File: src/rtl/ring_sweep_ctrl.sv
// rtl/ring_sweep_ctrl.sv - ring-oscillator bank measurement sequencer
//
// Steps one-hot through the enabled rings (highest index first). Each ring is
// held selected for a settle period, then the grey event counters are
// cleared, gated for a fixed window, and the frozen grey count is captured.
// The captured count is converted to binary and reported with its ring index.
//
// Ports:
//   i_clk      system clock
//   i_rst      synchronous active-high reset
//   i_start    start a sweep (level-sampled while idle)
//   i_stop     abort the sweep in progress
//   i_cont     continuous mode: wrap to the highest ring after the lowest
//   i_mask     ring enable mask, bit n = ring n
//   i_cnt      grey-coded count from the counter chain
//   o_sel      one-hot ring select, zero when no ring is selected
//   o_cnt_clr  counter clear, one cycle
//   o_cnt_en   counter gate, pWINDOW cycles
//   o_busy     sweep in progress
//   o_valid    result strobe, one cycle
//   o_idx      ring index of o_result
//   o_result   binary count
//   o_done     end-of-sweep pulse, coincides with the final o_valid
module ring_sweep_ctrl #(
   parameter int pRINGS  = 6,
   parameter int pCNT_W  = 10,
   parameter int pSETTLE = 16,
   parameter int pWINDOW = 1024
) (
   input  logic              i_clk,
   input  logic              i_rst,
   input  logic              i_start,
   input  logic              i_stop,
   input  logic              i_cont,
   input  logic [pRINGS-1:0] i_mask,
   input  logic [pCNT_W-1:0] i_cnt,
   output logic [pRINGS-1:0] o_sel,
   output logic              o_cnt_clr,
   output logic              o_cnt_en,
   output logic              o_busy,
   output logic              o_valid,
   output logic [2:0]        o_idx,
   output logic [pCNT_W-1:0] o_result,
   output logic              o_done
);

   localparam int SW = $clog2(pSETTLE + 1);
   localparam int WW = $clog2(pWINDOW + 1);
   localparam logic [SW-1:0] SETTLE_LAST = SW'(pSETTLE - 1);
   localparam logic [WW-1:0] WINDOW_LAST = WW'(pWINDOW - 1);

   typedef enum logic [2:0] {
      IDLE   = 3'd0,
      SELECT = 3'd1,
      CLEAR  = 3'd2,
      COUNT  = 3'd3,
      LATCH  = 3'd4,
      NEXT   = 3'd5
   } state_t;

   state_t              state, state_nx;
   logic [2:0]          idx, idx_nx;
   logic [pRINGS-1:0]   mask_q, mask_nx;
   logic [SW-1:0]       settle_q, settle_nx;
   logic [WW-1:0]       win_q, win_nx;
   logic                finish_q, finish_nx;

   logic [pRINGS-1:0]   sel_nx;
   logic                clr_nx, en_nx, busy_nx, valid_nx, done_nx;
   logic [2:0]          ridx_nx;
   logic [pCNT_W-1:0]   result_nx;

   // {found, index} of the highest set bit of m strictly below lim
   function automatic logic [3:0] find_below(input logic [pRINGS-1:0] m, input int lim);
      logic [3:0] r;
      r = '0;
      for (int i = 0; i < pRINGS; i++) begin
         if (m[i] && (i < lim)) r = {1'b1, 3'(i)};
      end
      return r;
   endfunction

   function automatic logic [pRINGS-1:0] onehot(input logic [2:0] n);
      logic [pRINGS-1:0] one;
      one    = '0;
      one[0] = 1'b1;
      return one << n;
   endfunction

   function automatic logic [pCNT_W-1:0] grey2bin(input logic [pCNT_W-1:0] g);
      logic [pCNT_W-1:0] b;
      b[pCNT_W-1] = g[pCNT_W-1];
      for (int k = pCNT_W - 2; k >= 0; k--) begin
         b[k] = b[k+1] ^ g[k];
      end
      return b;
   endfunction

   logic [3:0] lo_hit;   // next lower ring in the latched mask
   logic [3:0] hi_new;   // highest ring in the live mask (start / wrap)

   assign lo_hit = find_below(mask_q, int'(idx));
   assign hi_new = find_below(i_mask, pRINGS);

   always_ff @(posedge i_clk) begin
      if (i_rst) begin
         state    <= IDLE;
         idx      <= '0;
         mask_q   <= '0;
         settle_q <= '0;
         win_q    <= '0;
         finish_q <= 1'b0;
         o_sel    <= '0;
         o_cnt_clr<= 1'b0;
         o_cnt_en <= 1'b0;
         o_busy   <= 1'b0;
         o_valid  <= 1'b0;
         o_idx    <= '0;
         o_result <= '0;
         o_done   <= 1'b0;
      end else begin
         state    <= state_nx;
         idx      <= idx_nx;
         mask_q   <= mask_nx;
         settle_q <= settle_nx;
         win_q    <= win_nx;
         finish_q <= finish_nx;
         o_sel    <= sel_nx;
         o_cnt_clr<= clr_nx;
         o_cnt_en <= en_nx;
         o_busy   <= busy_nx;
         o_valid  <= valid_nx;
         o_idx    <= ridx_nx;
         o_result <= result_nx;
         o_done   <= done_nx;
      end
   end

   // Outputs are computed for the state being entered and registered on the
   // same edge, so every output lines up with its state without any
   // combinational path from the inputs.
   always_comb begin
      state_nx  = state;
      idx_nx    = idx;
      mask_nx   = mask_q;
      settle_nx = settle_q;
      win_nx    = win_q;
      finish_nx = finish_q;
      sel_nx    = o_sel;
      clr_nx    = 1'b0;
      en_nx     = 1'b0;
      valid_nx  = 1'b0;
      done_nx   = 1'b0;
      ridx_nx   = o_idx;
      result_nx = o_result;

      case (state)
         IDLE: begin
            sel_nx = '0;
            if (i_start && !i_stop && (i_mask != '0)) begin
               mask_nx   = i_mask;
               idx_nx    = hi_new[2:0];
               sel_nx    = onehot(hi_new[2:0]);
               settle_nx = '0;
               state_nx  = SELECT;
            end
         end
         SELECT: begin
            if (settle_q == SETTLE_LAST) begin
               clr_nx   = 1'b1;
               state_nx = CLEAR;
            end else begin
               settle_nx = settle_q + 1'b1;
            end
         end
         CLEAR: begin
            en_nx    = 1'b1;
            win_nx   = '0;
            state_nx = COUNT;
         end
         COUNT: begin
            if (win_q == WINDOW_LAST) begin
               state_nx = LATCH;
            end else begin
               en_nx  = 1'b1;
               win_nx = win_q + 1'b1;
            end
         end
         LATCH: begin
            // The next-ring decision is taken here so that o_done can be
            // registered alongside o_valid.
            result_nx = grey2bin(i_cnt);
            ridx_nx   = idx;
            valid_nx  = 1'b1;
            state_nx  = NEXT;
            if (lo_hit[3]) begin
               idx_nx    = lo_hit[2:0];
               finish_nx = 1'b0;
            end else if (i_cont && hi_new[3]) begin
               mask_nx   = i_mask;
               idx_nx    = hi_new[2:0];
               finish_nx = 1'b0;
            end else begin
               finish_nx = 1'b1;
               done_nx   = 1'b1;
            end
         end
         NEXT: begin
            if (finish_q) begin
               sel_nx   = '0;
               state_nx = IDLE;
            end else begin
               sel_nx    = onehot(idx);
               settle_nx = '0;
               state_nx  = SELECT;
            end
         end
         default: begin
            sel_nx   = '0;
            state_nx = IDLE;
         end
      endcase

      // Abort: drop everything on the next edge; a result already strobed
      // stays in o_result.
      if (i_stop && (state != IDLE)) begin
         state_nx  = IDLE;
         mask_nx   = mask_q;
         sel_nx    = '0;
         clr_nx    = 1'b0;
         en_nx     = 1'b0;
         valid_nx  = 1'b0;
         done_nx   = 1'b0;
         ridx_nx   = o_idx;
         result_nx = o_result;
      end

      busy_nx = (state_nx != IDLE);
   end

endmodule

File: config.mk
export PLATFORM = sky130hd
export DESIGN_NAME = ring_sweep_ctrl
export DESIGN_NICKNAME = d
export VERILOG_FILES = /design/src/rtl/ring_sweep_ctrl.sv
export SDC_FILE = /design/constraint.sdc
export NUM_CORES = 1
export LEC_CHECK = 0
export BUFFER_PORTS_ARGS = -buffer_cell sky130_fd_sc_hd__buf_2
export CAP_MARGIN = 15
export CORE_ASPECT_RATIO = 1.2
export CORE_UTILIZATION = 39
export DETAILED_ROUTE_END_ITERATION = 10
export PLACE_DENSITY_LB_ADDON = 0.2
export SETUP_SLACK_MARGIN = 0.02
export SYNTH_ARGS = -nofsm -noshare
export SYNTH_HDL_FRONTEND = slang
export SYNTH_SLANG_ARGS = --single-unit
File: constraint.sdc
create_clock -name i_clk -period 2.81 [get_ports i_clk]
set_clock_uncertainty 0.2 [all_clocks]
set_input_delay 0.281 -clock i_clk [delete_from_list [all_inputs] [get_ports i_clk]]
set_output_delay 0.281 -clock i_clk [all_outputs]
set_load 0.01 [all_outputs]
; ---- Yosys cells after proc, flatten, opt, wreduce, memory -nomap -nowiden
; Index checks and enable logic that the tools add are counted.
[totals]
reg_bits = 53
output_inout_bits = 24
word_cells = 118
[op_classes]
addsub = 2
order_cmp = 6
eq_ne = 14
n_shift = 2
mux = 41
n_bitwise = 12
n_reduce_logical = 27
[op_table]
columns = operator, n
row1 = 4-bit 2-to-1 mux, 12
row2 = 6-bit 2-to-1 mux, 5
row3 = 11-bit case mux with 2 select lines, 1
row4 = 3-bit 2-to-1 mux, 7
row5 = 3-bit case mux with 6 select lines, 1
row6 = 6-bit case mux with 3 select lines, 1
row7 = 5-bit 2-to-1 mux, 3
row8 = 5-bit case mux with 3 select lines, 1
row9 = "2-bit inequality test, second input constant", 6
row10 = 6-bit case mux with 2 select lines, 1
row11 = "1-bit by 3-bit left shift with 6-bit output, first input constant", 2
row12 = "11-bit by 1-bit adder with 11-bit output, second input constant", 1
row13 = "11-bit by 10-bit equality test with 1-bit output, second input constant", 1
row14 = 11-bit 2-to-1 mux, 1
row15 = 1-bit logical AND, 10
row16 = 3-bit nonzero test, 3
row17 = 1-bit XOR, 9
row18 = "3-bit by 2-bit equality test with 1-bit output, second input constant", 2
row19 = "3-bit equality test, second input constant", 2
row20 = "1-bit by 3-bit < comparator with 1-bit output, first input constant", 2
row21 = "2-bit by 3-bit < comparator with 1-bit output, first input constant", 2
row22 = "3-bit < comparator, first input constant", 2
row23 = 1-bit 2-to-1 mux, 6
row24 = 3-bit case mux with 2 select lines, 1
row25 = 17 further kinds, 22

; ---- Depth between registers and ports, before layout
[depth]
word_depth = 10
mapped_depth = 8

; ---- Least setup slack after synthesis
; OpenSTA, ideal clock, no wires.
[synth_timing]
path_kind = register to register
from = reg settle_q[0]
to = reg settle_q[1]
setup_ns = 0.070
arrival_time_ns = 1.767
t_required_ns = 2.540
slack_ns = 0.773
path_stages_with_launch = 9
n_path_buf = 0
synth_period_minus_slack_ns = 2.037
cell_sequence = dfxtp_1 ha_1 and3_1 ha_1 mux2i_1 nand2_1 a21o_1 or3_1 a21oi_1
[synth_between]
elab_chain_len = 3
word_cells_on_any_way = 6
classes_between = add/sub: 1 / eq/ne: 2 / mux: 2 / reduce/logical: 1
[synth_rtl]
columns = element, line
row1 = from (decl), 64  ; logic [SW-1:0] settle_q, settle_nx;
row2 = from (signal assigned), 125  ; settle_q <= settle_nx;
row3 = 5-bit by 1-bit adder with 5-bit output / 5-bit by 4-bit equality test with 1-bit output (equally long branches), "173, 169"
row4 = 5-bit 2-to-1 mux / 2-bit inequality test (equally long branches), --
row5 = 5-bit case mux with 3 select lines / 4-bit AND reduction (equally long branches), --
; Several ways; a longest one is shown, not always the timed one. The select of a mux whose other input is x is not followed.
; A chain may end at the register's enable or synchronous reset.

; ---- Worst setup path in the final report
[layout_timing]
from = reg idx[2]
to = reg idx[0]
[layout_between]
elab_chain_len = 10
word_cells_on_any_way = 22
classes_between = order compare: 6 / eq/ne: 1 / mux: 8 / reduce/logical: 7
[layout_rtl]
columns = element, line
row1 = from (decl), 62  ; logic [2:0] idx, idx_nx;
row2 = from (signal assigned), 123  ; idx <= idx_nx;
row3 = 1-bit by 3-bit < comparator with 1-bit output, 78  ; if (m[i] && (i < lim)) r = {1'b1, 3'(i)};
row4 = 1-bit logical AND, 78
row5 = 4-bit 2-to-1 mux (5 in a row), 78
row6 = 4-bit 2-to-1 mux (*), 78
row7 = 3-bit inequality test (no line) / 3-bit 2-to-1 mux (equally long branches), --
row8 = 3-bit AND reduction (no line) / 3-bit case mux with 2 select lines (equally long branches), --
; Mark *: on every way between the ends. The rest lies on a longest branch, timed or not.

==> run_results.csv <==
group,metric,value,unit
global_route,grt_pass1_vias,2046,
layout,layout-drive-gt1-share,20.06,%
timing,fin_crit_sh,81.03,%
clock_network,h-tree-depth,2,
yosys,syn_area,2522,um^2
timing,finalHoldViolCount,0,
clock_network,cts_sinks,53,
floorplanning,die_area,6795,um^2
yosys,yosysWarnings,0,
place,place_area,2813,um^2
drt,vias,2180,
worst_setup_path,crit_start,"idx[2]",
timing,tightest_slew,0.6526,ns
yosys,netlist_instances,298,
worst_setup_path,path_buf_inv,0,
drt,vias_per_cell,5.178,
worst_setup_path,r2r-start,"idx[2]",
drt,wl_per_cell,12.89,um
clock_network,clk_pin_slew_worst_paths,0.10,ns
yosys,synth_seq_cells,53,
worst_setup_path,ff2ff_path_depth,6,
clock_network,cts_tree,"yes",
min_path,hold_class,"in -> reg",
worst_setup_path,path_cells,"a21oi_1, a211oi_1, o21ai_0, a21boi_1, mux2i_1, nor2_1",
power_and_ir_drop,p_total,0.001440,W
place,place_congestion,0.8363,
worst_setup_path,cp-start-kind,"flop",
floorplanning,core,6128,um^2
global_route,grt_start_max_net_pins,24,
floorplanning,rows,31,
worst_setup_path,cp-end-kind,"flop",
power_and_ir_drop,power_density,494.3,nW/um^2
timing,slew_headroom,55.88,%
layout,antenna_cells,0,
timing,grt_setup_unrepaired,"no",
layout,stdcell_area,2913,um^2
drt,drc,0,
clock_network,post_cts_buffers,0,
place,place_hpwl,3890,um
yosys,synthesis.nets,322,
yosys,synth_area_per_cell,8.464,um^2
worst_setup_path,path_delay_family,"compound AO/OA/AOI/OAI gates",
layout,mostFrequentLayoutCells,"dfxtp_1 (53), buf_2 (44), nor2_1 (40)",
outcome,status,"finished clean",
power_and_ir_drop,ir_worst_vdd,0.1958,mV
yosys,synth_top_flop_cell,"dfxtp_1",
drt,dr.pass1.iters,6,
clock_network,holdBufCountCts,0,
global_route,overflow,0,
min_path,holdCritStartpoint,"i_mask[0]",
clock_network,clockRootBuffer,"clkbuf_8",
worst_setup_path,critical_path_required,2.82,ns
worst_setup_path,crit_path_end,"idx[0]",
timing,final.setup.tns,0,ns
yosys,synth.distinct_cells,50,
worst_setup_path,worst-path-max-fanout,14,
timing,fmax,439.2,MHz
worst_setup_path,crit_path_top_delay_cell,"dfxtp_1",
floorplanning,initial_core_util,41.16,%
global_route,grt_usage,17.38,%
job,cap_violations,0,
worst_setup_path,r2r_end,"idx[0]",
worst_setup_path,worstPathArrival,2.28,ns
floorplanning,die_w,75.42,um
yosys,synth-async-reset-ratio,0,%
clock_network,clock_path_buffers,2,
power_and_ir_drop,cellLeakagePower,1.152,nW
layout,final_nets,362,
floorplanning,ios,45,
layout,final_common_cell,"dfxtp_1",
timing,setup_viol_count_final,0,
worst_setup_path,worstSetupPathType,"reg -> reg",
worst_setup_path,worstSetupPathDepth,6,
clock_network,numCtsBuffers,5,
clock_network,ctsResizeCount,0,
timing,finalMaxSlewViolations,0,
worst_setup_path,critical-path-max-stage-delay,0.59,ns
drt,drt_iter0_drc,96,
place,io_buffers,44,
global_route,grt_antenna_before_repair,0,
drt,wl,5427,um
layout,area_delta_synth_final,15.48,%
floorplanning,die_y,90.10,um
yosys,seq_area_frac_synth,42.06,%
yosys,synth-edff-count,0,
worst_setup_path,rrSetupSlack,0.53,ns
clock_network,worst_skew_pair.late_latency,0.31,ns
timing,finalCriticalPeriod,2.277,ns
global_route,grt_first_pass_wirelength,9342,um
drt,drtAntennaViolNets,0,
[metal layers]
metal	global-route usage (%)	part of all wire (%)
met1	24.37	49
met2	25.30	44
met3	4.709	5.0
met4	6.019	1.6
met5	0	0
[cell usage after synthesis (all sizes together), types with 4 or more instances]
cell     n  area [um^2]
xnor2   14        145.1
o21ai    9        45.04
nand3    9        45.04
mux2i   10        100.1
nor3     8        40.04
a21oi   31        155.2
buf      6        28.77
dfxtp   53         1061
nand2   31        116.4
nor2    42        162.6
xor2     4        42.55
inv      7        26.28
or3      4        25.02
clkbuf   9        33.78
a211oi   9        72.57
a22oi    4        30.03
[worst min path at each step]
stage / to / slack [ns] / cells after the start
5_1_grt: o_result[9] / 0.05 / 3
3_5_place_dp: settle_q[4] / 0.25 / 2
6_report: mask_q[0] / 0.03 / 3
4_1_cts: mask_q[0] / 0.03 / 3
2_1_floorplan: o_result[9] / 0.22 / 2
3_3_place_gp: o_idx[0] / 0.24 / 2
[sequential cells by signal, indices dropped and copies added (netlist names), 3 cells and up]
signal / flops
mask_q: 6
idx: 3
settle_q: 5
o_idx: 3
win_q: 11
o_result: 10
state: 3
o_sel: 6
[power breakdown]
part / leakage, nW / internal [W] / switching (W) / total (W)
logic: 0.672 / 0.0000848 / 0.0000988 / 0.000184
registers: 0.429 / 0.000763 / 0.0000198 / 0.000783
clock network: 0.0518 / 0.000205 / 0.000268 / 0.000473
[per-stage QoR]
step                      utilization (%)  instances  hold WS, ns  setup slack, ns
after floorplan                         -        298       0.2170           0.7725
after global placement              45.90        413       0.2410           0.5951
after detailed placement            45.90        413       0.2463           0.5543
after CTS                           47.53        421      0.03123           0.5407
after global routing                47.53        421      0.04618           0.2903
final                               47.53        421      0.03188           0.5331
[layout make-up]
type / count / area, um^2
Timing Repair Buffer: 48 / 250.2
Multi-Input combinational cell: 223 / 1373
Fill cell: 636 / 3216
Tap cell: 82 / 102.6
Clock inverter: 2 / 17.52
Clock buffer: 6 / 82.58
Inverter: 7 / 26.28
Sequential cell: 53 / 1061
[kinds of logic (layout without fill, tap and decap cells)]
logic type | after synthesis | count (layout) | synth area share, %
xor+xnor | 19 | 19 | 8.383
compound gates | 70 | 70 | 17.56
fa+ha+maj | 3 | 3 | 1.488
mux | 10 | 10 | 3.968
buf+inv | 22 | 63 | 3.522
simple gates | 121 | 121 | 23.02
flops | 53 | 53 | 42.06
[tightest hold or removal path: cells and delay by family]
family                 cells  cell delay (ns)
buffers and inverters      1             0.10
multiplexers               1             0.06
AND/OR/NAND/NOR            1             0.07
Power figures use the tool's default switching activity.
